**config.mk**
```make
export PLATFORM = sky130hd
export DESIGN_NAME = schoolbook_ctrl
export DESIGN_NICKNAME = d
export VERILOG_FILES = /design/src/rtl/schoolbook_ctrl_pkg.sv /design/src/rtl/schoolbook_out_ser.sv /design/src/rtl/schoolbook_ctrl.sv
export SDC_FILE = /design/constraint.sdc
export NUM_CORES = 1
export LEC_CHECK = 0
export ABC_AREA = 1
export ABC_CLOCK_PERIOD_IN_PS = 4700
export BUFFER_PORTS_ARGS = -buffer_cell sky130_fd_sc_hd__buf_2
export CAP_MARGIN = 20
export CORE_AREA = 3 3 376 378
export CTS_BUF_LIST = sky130_fd_sc_hd__clkbuf_8 sky130_fd_sc_hd__clkbuf_16
export CTS_CLUSTER_SIZE = 16
export DETAILED_ROUTE_END_ITERATION = 10
export DIE_AREA = 0 0 379 381
export GPL_TIMING_DRIVEN = 0
export PLACE_DENSITY_LB_ADDON = 0.15
export SKIP_CTS_REPAIR_TIMING = 1
export SYNTH_ARGS = -nofsm -noshare
export SYNTH_HDL_FRONTEND = slang
export SYNTH_SLANG_ARGS = --single-unit
```
**constraint.sdc**
```tcl
create_clock -name clk -period 4.7 [get_ports clk]
set_clock_uncertainty 0.05 [all_clocks]
set_input_delay 0.47 -clock clk [delete_from_list [all_inputs] [get_ports clk]]
set_output_delay 0.47 -clock clk [all_outputs]
set_load 0.02 [all_outputs]
```
**src/rtl/schoolbook_ctrl_pkg.sv**
```systemverilog
// Shared defaults and state encoding for the schoolbook multiplier controller.
// ST_WAIT is only reachable when SCHOOLBOOK_CTRL_CAPTURE_EN is defined.
package schoolbook_ctrl_pkg;

  localparam int N_DEF = 224;
  localparam int W_DEF = 32;

  typedef enum logic [2:0] {
    ST_LOAD  = 3'd0,
    ST_CLEAR = 3'd1,
    ST_RUN   = 3'd2,
    ST_DRAIN = 3'd3,
    ST_WAIT  = 3'd4
  } state_e;

endpackage

```
**src/rtl/schoolbook_out_ser.sv**
```systemverilog
// Product serializer: walks a 2N-bit source word by word, LS word first,
// over a valid/ready bus and flags the final word.
module schoolbook_out_ser
  import schoolbook_ctrl_pkg::*;
#(
  parameter int N = N_DEF,
  parameter int W = W_DEF
) (
  input  logic           clk_i,
  input  logic           rst_ni,
  input  logic           valid_i,
  input  logic [2*N-1:0] src_i,
  input  logic           out_ready_i,
  output logic           out_valid_o,
  output logic [W-1:0]   out_data_o,
  output logic           out_last_o,
  output logic           done_o
);

  localparam int NWORDS = (2 * N) / W;
  localparam int IDX_W  = $clog2(NWORDS);

  logic [IDX_W-1:0] idx_q, idx_d;
  logic             fire;

  assign out_valid_o = valid_i;
  assign out_last_o  = valid_i && (idx_q == IDX_W'(NWORDS - 1));
  assign out_data_o  = src_i[int'(idx_q)*W +: W];
  assign fire        = valid_i && out_ready_i;
  assign done_o      = fire && out_last_o;

  always_comb begin
    idx_d = idx_q;
    if (fire) idx_d = out_last_o ? '0 : idx_q + 1'b1;
  end

  always_ff @(posedge clk_i) begin
    if (!rst_ni) idx_q <= '0;
    else         idx_q <= idx_d;
  end

endmodule

```
**src/rtl/schoolbook_ctrl.sv**
```systemverilog
// Operand loader, step sequencer and product drain for the bit-serial multiplier.
// Define SCHOOLBOOK_CTRL_CAPTURE_EN to buffer the product so loading overlaps the drain.
//
//  state | meaning
//  LOAD  | accept 2*NW operand words, multiplier held in reset
//  CLEAR | one cycle of multiplier reset with operands stable
//  RUN   | N multiplier steps
//  DRAIN | stream mul_c out (sequential build only)
//  WAIT  | product final, waiting for the result buffer (capture build only)
module schoolbook_ctrl
  import schoolbook_ctrl_pkg::*;
#(
  parameter int N = N_DEF,
  parameter int W = W_DEF
) (
  input  logic           clk,
  input  logic           rst,
  input  logic           in_valid,
  output logic           in_ready,
  input  logic [W-1:0]   in_data,
  output logic           mul_rst,
  output logic [N-1:0]   mul_a,
  output logic [N-1:0]   mul_b,
  input  logic [2*N-1:0] mul_c,
  output logic           out_valid,
  input  logic           out_ready,
  output logic [W-1:0]   out_data,
  output logic           out_last
);

  localparam int NW    = N / W;
  localparam int IDX_W = $clog2(2 * NW);
  localparam int CNT_W = $clog2(N + 1);

  state_e           state_q, state_d;
  logic [IDX_W-1:0] in_idx_q, in_idx_d;
  logic [CNT_W-1:0] run_cnt_q, run_cnt_d;
  logic [N-1:0]     a_q, a_d, b_q, b_d;
  logic             in_fire, ser_valid, ser_done;
  logic [2*N-1:0]   ser_src;
  int               widx;

  assign in_ready = rst && (state_q == ST_LOAD);
  assign in_fire  = in_valid && in_ready;
  assign mul_rst  = rst && (state_q == ST_RUN || state_q == ST_DRAIN || state_q == ST_WAIT);
  assign mul_a    = a_q;
  assign mul_b    = b_q;

`ifdef SCHOOLBOOK_CTRL_CAPTURE_EN
  logic           capture, rbuf_full_q, rbuf_full_d;
  logic [2*N-1:0] rbuf_q;

  // A capture coinciding with the freeing out_last handshake keeps the buffer full.
  assign rbuf_full_d = capture ? 1'b1 : (ser_done ? 1'b0 : rbuf_full_q);
  assign ser_valid   = rst && rbuf_full_q;
  assign ser_src     = rbuf_q;

  always_ff @(posedge clk) begin
    if (!rst) begin
      rbuf_full_q <= 1'b0;
      rbuf_q      <= '0;
    end else begin
      rbuf_full_q <= rbuf_full_d;
      if (capture) rbuf_q <= mul_c;
    end
  end
`else
  assign ser_valid = rst && (state_q == ST_DRAIN);
  assign ser_src   = mul_c;
`endif

  always_comb begin
    state_d   = state_q;
    in_idx_d  = in_idx_q;
    run_cnt_d = run_cnt_q;
    a_d       = a_q;
    b_d       = b_q;
    widx      = int'(in_idx_q);
`ifdef SCHOOLBOOK_CTRL_CAPTURE_EN
    capture   = 1'b0;
`endif
    case (state_q)
      ST_LOAD: begin
        if (in_fire) begin
          if (in_idx_q < IDX_W'(NW)) a_d[widx*W +: W] = in_data;
          else                       b_d[(widx-NW)*W +: W] = in_data;
          if (in_idx_q == IDX_W'(2*NW - 1)) begin
            in_idx_d = '0;
            state_d  = ST_CLEAR;
          end else begin
            in_idx_d = in_idx_q + 1'b1;
          end
        end
      end
      ST_CLEAR: begin
        run_cnt_d = '0;
        state_d   = ST_RUN;
      end
      ST_RUN: begin
        if (run_cnt_q == CNT_W'(N - 1)) begin
          run_cnt_d = '0;
`ifdef SCHOOLBOOK_CTRL_CAPTURE_EN
          // The Nth step lands on this edge, so mul_c is only final one cycle later.
          state_d   = ST_WAIT;
`else
          state_d   = ST_DRAIN;
`endif
        end else begin
          run_cnt_d = run_cnt_q + 1'b1;
        end
      end
      ST_DRAIN: begin
        if (ser_done) state_d = ST_LOAD;
      end
`ifdef SCHOOLBOOK_CTRL_CAPTURE_EN
      ST_WAIT: begin
        if (!rbuf_full_q || ser_done) begin
          capture = 1'b1;
          state_d = ST_LOAD;
        end
      end
`endif
      default: state_d = ST_LOAD;
    endcase
  end

  always_ff @(posedge clk) begin
    if (!rst) begin
      state_q   <= ST_LOAD;
      in_idx_q  <= '0;
      run_cnt_q <= '0;
      a_q       <= '0;
      b_q       <= '0;
    end else begin
      state_q   <= state_d;
      in_idx_q  <= in_idx_d;
      run_cnt_q <= run_cnt_d;
      a_q       <= a_d;
      b_q       <= b_d;
    end
  end

  schoolbook_out_ser #(.N(N), .W(W)) u_out_ser (
    .clk_i       (clk),
    .rst_ni      (rst),
    .valid_i     (ser_valid),
    .src_i       (ser_src),
    .out_ready_i (out_ready),
    .out_valid_o (out_valid),
    .out_data_o  (out_data),
    .out_last_o  (out_last),
    .done_o      (ser_done)
  );

endmodule

```
==> flow_metrics.env, run 1 <==
export IMPL_ys_top_cells_by_area="dfxtp_1 39%, nor2_1 14%, nand2_1 9.6%, o21ai_0 7.5%, a21oi_1 5.7%"
export IMPL_min_path_type="primary input to flop"
export IMPL_routedWlPerCell_um=31.24
export IMPL_tightest_slew_ps=1153
export IMPL_antenna_found_initial=100
export IMPL_status="complete, no violations"
export IMPL_vdd_drop_max_v=0.0002865
export IMPL_clk_pin_slew_ps=60
export IMPL_finalSetupViolCount=0
export IMPL_grt_pass1_vias=30336
export IMPL_fin_crit_sh=0.9509
export IMPL_root_buffer="clkbuf_16"
export IMPL_ys_async_sr_fraction=0
export IMPL_synth_seq_area_share=0.3878
export IMPL_die_width_um=379
export IMPL_gr_usage_all_layers=0.2731
export IMPL_grt_pass1_wl_um=269500
export IMPL_clock_sinks=466
export IMPL_synthTopCellsByCount="878 x nor2_1, 616 x nand2_1, 466 x dfxtp_1"
export IMPL_synth_edf_count=0
export IMPL_crit_type="flop to output port"
export IMPL_crit_required_ps=4180
export IMPL_setup_tns_ps=0
export IMPL_synth_main_ff_cell="dfxtp_1"
export IMPL_ant_nets=0
export IMPL_yosysTopAreaCell="dfxtp_1"
export IMPL_drive_above_1_share=0.2596
export IMPL_dieArea_um2=144400
export IMPL_hold_viol_final=0
export IMPL_fin_nets=5223
export IMPL_grt_ovfl_total=0
export IMPL_setup_slack_ps=230.9
export IMPL_drtPass1Iterations=7
export IMPL_dp_slack_ps=347.7
export IMPL_cts_tree="yes"
export IMPL_p_total_mw=10.66
export IMPL_area_growth_pct=38.71
export IMPL_coreArea_um2=137800
export IMPL_cts_buffer_depth=3
export IMPL_htree_levels=2
export IMPL_syn_area_um2=24050
export IMPL_ios=968
export IMPL_routed_via_density=4.705
export IMPL_grt_max_degree=17
export IMPL_slew_headroom=0.2313
export IMPL_worstSetupEndpointType="output port"
export IMPL_drtIter0Drc=2318
export IMPL_fin_crit_ps=4469
export IMPL_syn_num_nets=4193
export IMPL_yosys_cell_types_count=45
export IMPL_yosys_register_bits=466
export IMPL_start_kind="flop"
export IMPL_initial_core_util=0.1745
export IMPL_rows=136
export IMPL_syn_avg_cell_area_um2=6.513
export IMPL_place_hpwl_um=172800
export IMPL_numCtsBuffers=58
export IMPL_slew_viol_final=0
export IMPL_yosysWarnings=0
export IMPL_yosysMostFrequentCell="nor2_1"
export IMPL_place_port_buffers=967
export IMPL_crit_arrival_ps=3950
export IMPL_fp_dieH_um=381
export IMPL_max_freq_mhz=223.8
export IMPL_clkLatencyLatePin_ps=670
export IMPL_drc=0
export IMPL_fill_cells=16251
export IMPL_rsz0062_at_grt="false"
export IMPL_drv_cap=0
export IMPL_synthCells=3693
export IMPL_synth_top_area_frac=0.3878
export IMPL_place_gp_congestion=0.9514
export IMPL_power_density_nw_per_um2=319.4
export IMPL_drt_wl_total_um=206800
export IMPL_num_vias=31150
export IMPL_cp_max_fo=10
export IMPL_leakagePower_nw=15.41
## cells by family (layout without fill, tap and decap cells)
kind of cell | after synthesis | count (layout) | share of synthesized area
flops | 466 | 466 | 0.3878
simple gates | 1849 | 1849 | 0.3182
fa+ha+maj | 16 | 16 | 0.008323
xor+xnor | 3 | 3 | 0.001093
compound gates | 848 | 848 | 0.1938
buf+inv | 511 | 1587 | 0.09072
other cells | 0 | 57 | 0
## state kept, by name, summed over array words and instances, names as in the netlist
name / flops
run_cnt_q: 8
in_idx_q: 4
state_q: 2
mul_b: 224
u_out_ser.idx_q: 4
mul_a: 224
## routing by layer
metal / vias to the layer above / share of wire / track usage
met5: - / 0.00086 / 0
met4: 24 / 0.052 / 0.1320
met3: 332 / 0.074 / 0.06217
met2: 1344 / 0.47 / 0.4516
met1: 15098 / 0.41 / 0.3325
li1: 14352 / - / -
## layout by cell type (no fill, tap or decap), drive strengths merged, types with 56 or more instances in the layout
cell and instances:
diode 57, nor2 896, o22ai 57, clkbuf 243
a21oi 276, inv 200, nand2 624, a31oi 56
dfxtp 466, o21ai 370, nand3 186, buf 1120
nor3 81
## metrics by stage
step           area (um2)  hold slack, ps    util  instances
3_5_place_dp        31210           405.1  0.2264       6457
6_report            33360           214.7  0.2421       6620
5_1_grt             33310           173.5  0.2417       6600
3_3_place_gp        31140           396.5  0.2259       6454
4_1_cts             33210           149.2  0.2409       6563
2_1_floorplan       24050           427.2       -       3693
## area by class of cell
type	count	area (um2)	area share
inverters	192	728.2	0.02183
diodes	57	142.6	0.004275
multi-input cells	2716	12550	0.3761
well taps	1794	2245	0.06728
flip-flops and latches	466	9329	0.2796
plain buffers	319	1458	0.04369
clock buffers	74	1672	0.05010
clock inverters	32	330.3	0.009901
repair buffers	970	4910	0.1472
## worst paths after layout
path / start / endpoint / slack, ps / depth (start not counted)
setup / recovery: u_out_ser.idx_q[0] / out_data[28] / 230 / 10
setup reg to reg: in_idx_q[0] / mul_b[33] / 380 / 21
hold / removal: in_data[24] / mul_b[24] / 210 / 3
hold reg to reg: mul_a[5] / mul_a[5] / 420 / 2
## critical path, cell delays in order, from the launching register on
cell	delay, ps
dfxtp_1	330
buf_2	220
inv_1	90
buf_2	280
buf_2	330
clkbuf_1	580
o21ai_0	510
o221ai_1	310
nand3_1	100
nand2_1	300
buf_2	250
## power breakdown
group / internal, mW / switching [mW]
registers: 3.99 / 0.0298
logic: 0.453 / 1.41
clock network: 2.78 / 1.99
total: 7.22 / 3.43
Note: power is estimated with default switching activity, not from simulation.
==> run 2: changes to the inputs <==
--- a/config.mk
+++ b/config.mk
@@ -5,15 +5,15 @@
 export SDC_FILE = /design/constraint.sdc
 export NUM_CORES = 1
 export LEC_CHECK = 0
-export ABC_AREA = 1
+export ABC_AREA = 0
 export ABC_CLOCK_PERIOD_IN_PS = 4700
 export BUFFER_PORTS_ARGS = -buffer_cell sky130_fd_sc_hd__buf_2
 export CAP_MARGIN = 20
-export CORE_AREA = 3 3 376 378
+export CORE_AREA = 3 3 377 379
 export CTS_BUF_LIST = sky130_fd_sc_hd__clkbuf_8 sky130_fd_sc_hd__clkbuf_16
 export CTS_CLUSTER_SIZE = 16
 export DETAILED_ROUTE_END_ITERATION = 10
-export DIE_AREA = 0 0 379 381
+export DIE_AREA = 0 0 380 382
 export GPL_TIMING_DRIVEN = 0
 export PLACE_DENSITY_LB_ADDON = 0.15
 export SKIP_CTS_REPAIR_TIMING = 1
==> flow_metrics.env, run 2 <==
export IMPL_status="complete, no violations"
export IMPL_leakagePower_nw=12.89
export IMPL_synth_edf_count=0
export IMPL_cts_buffer_depth=3
export IMPL_htree_levels=2
export IMPL_cp_max_fo=10
export IMPL_clk_pin_slew_ps=60
export IMPL_regArea_um2=9329
export IMPL_placed_cell_area_um2=29150
export IMPL_area_growth_pct=44.96
export IMPL_cpMaxStageDelayCell="mux2i_1"
export IMPL_synth_main_ff_cell="dfxtp_1"
export IMPL_fin_hold_ws_ps=81.39
export IMPL_dieArea_um2=145200
export IMPL_ys_async_sr_fraction=0
export IMPL_synth_mux_area_frac=0.1381
export IMPL_ant_nets=0
export IMPL_slew_headroom=0.2761
export IMPL_fin_nets=4085
export IMPL_clock_sinks=466
export IMPL_drtIter0Drc=1502
export IMPL_instances_no_fill=5514
export IMPL_dp_cells=5400
export IMPL_synthCells=2540
export IMPL_fill_cells=15816
export IMPL_synth_compound_area_frac=0.1438
export IMPL_drtPass1Iterations=6
export IMPL_yosysTopAreaCell="dfxtp_1"
export IMPL_yosys_area_share_adder=0.009276
export IMPL_synth_seq_area_share=0.4323
export IMPL_max_stage_delay_ps=580
export IMPL_gr_usage_all_layers=0.2046
export IMPL_ys_top_cells_by_area="dfxtp_1 43%, mux4_2 8.2%, o21ai_0 7.4%, nand3_1 6.9%, nand2_1 6.8%"
export IMPL_crit_arrival_ps=3960
export IMPL_yosysWarnings=0
export IMPL_multi_input_area_um2=11180
export IMPL_rows=137
export IMPL_tightest_slew_ps=1086
export IMPL_die_width_um=380
export IMPL_setup_tns_ps=0
export IMPL_path_common_cell="buf_2"
export IMPL_antenna_found_initial=36
export IMPL_routedWlPerCell_um=28.27
export IMPL_synth_top_family_by_area="simple AND/OR/NAND/NOR gates"
export IMPL_ios=968
export IMPL_grt_max_degree=18
export IMPL_final_cell_mix="982 x buf_2, 466 x dfxtp_1, 391 x nand2_1, 321 x o21ai_0, 296 x nand3_1"
export IMPL_grt_ovfl_total=0
export IMPL_cp_top_family="buffers and inverters"
export IMPL_initial_core_util=0.1551
export IMPL_cts_tree="yes"
export IMPL_fp_dieH_um=382
export IMPL_worstSetupEndpointType="output port"
export IMPL_start_kind="flop"
export IMPL_hold_viol_final=0
export IMPL_syn_area_um2=21580
export IMPL_synth_xor_area_frac=0.004058
export IMPL_place_port_buffers=966
export IMPL_coreArea_um2=139200
export IMPL_postLayoutCoreUtil=0.2248
export IMPL_grt_pass1_vias=24037
export IMPL_drv_cap=0
export IMPL_synth_top_area_frac=0.4323
export IMPL_final_common_cell="buf_2"
export IMPL_place_gp_congestion=0.8651
export IMPL_fin_crit_sh=0.9533
export IMPL_numCtsBuffers=59
export IMPL_finalSetupViolCount=0
export IMPL_final_cell_area_um2=31290
export IMPL_fin_crit_ps=4480
export IMPL_cp_buffers_inverters=5
export IMPL_max_freq_mhz=223.2
export IMPL_crit_chain="clkbuf_1, clkbuf_4, buf_2, buf_2, mux2i_1, o21ai_0, o22ai_1, a21oi_1, buf_2"
export IMPL_grt_pass1_wl_um=207600
export IMPL_drive_above_1_share=0.3380
export IMPL_yosys_area_share_simple=0.2204
export IMPL_clkLatencyLatePin_ps=670
export IMPL_syn_avg_cell_area_um2=8.497
export IMPL_root_buffer="clkbuf_16"
export IMPL_crit_required_ps=4180
export IMPL_vdd_drop_max_v=0.0002819
export IMPL_yosys_register_bits=466
export IMPL_power_density_nw_per_um2=318.5
export IMPL_yosys_cell_types_count=53
export IMPL_num_vias=23874
export IMPL_drt_wl_total_um=155900
export IMPL_min_path_type="primary input to flop"
export IMPL_place_hpwl_um=123400
export IMPL_synthTopCellsByCount="466 x dfxtp_1, 391 x nand2_1, 321 x o21ai_0"
export IMPL_yosysMostFrequentCell="dfxtp_1"
export IMPL_routed_via_density=4.330
export IMPL_slew_viol_final=0
export IMPL_rsz0062_at_grt="false"
export IMPL_crit_type="flop to output port"
export IMPL_syn_num_nets=3040
export IMPL_drc=0
run 2: kinds of logic after synthesis:
logic type      Yosys count
simple gates           1005
compound gates          550
flops                   466
buf+inv                 294
mux                     199
fa+ha+maj                16
xor+xnor                 10
run 2: metal layers:
layer	GRT usage	wire length, um
met3	0.03953	8309
met2	0.4014	85030
met5	0	23
met4	0.04889	4179
met1	0.2231	58360
run 2: power breakdown:
group	internal, mW	switching (mW)	leakage, nW	total [mW]
Combinational	0.379	0.776	8.10	1.15
Sequential	3.97	0.0131	3.75	3.99
Clock	2.83	1.99	1.04	4.82
Total	7.18	2.78	12.9	9.96
run 2: area by class of cell:
| class | instances | share of cell area |
|---|---|---|
| Clock buffer | 73 | 0.05335 |
| Buffer | 264 | 0.03403 |
| Inverter | 28 | 0.003359 |
| Multi-Input combinational cell | 1780 | 0.3575 |
| Sequential cell | 466 | 0.2982 |
| Antenna cell | 11 | 0.0008799 |
| Timing Repair Buffer | 986 | 0.1662 |
| Clock inverter | 30 | 0.01144 |
| Tap cell | 1876 | 0.07503 |
run 2: path summary, 6_finish.rpt:
check	startpoint	endpoint	slack [ps]	depth (start not counted)
setup reg to reg	in_idx_q[0]	mul_b[145]	430	13
hold reg to reg	mul_b[200]	mul_b[200]	410	2
hold / removal	in_data[13]	mul_b[13]	80	3
setup / recovery	u_out_ser.idx_q[0]	out_data[13]	220	9
run 2: worst register-to-register path, cell delays in order, from the launching register on:
cell and delay [ps]:
dfxtp_1 390, clkbuf_2 240, inv_1 190, ha_1 320
clkbuf_1 210, nand2b_2 320, nand2b_1 190, ha_1 340
nor4bb_4 410, o2111ai_2 270, or3_1 360, buf_2 240
buf_1 310, o31ai_1 310
run 2: stage by stage:
step                power, mW  worst slack (ps)
floorplan               4.523             997.6
global placement        5.220            -507.5
detailed placement      5.256            -495.3
CTS                     10.14            -566.4
global route            10.33             39.34
finish                  9.963             219.6
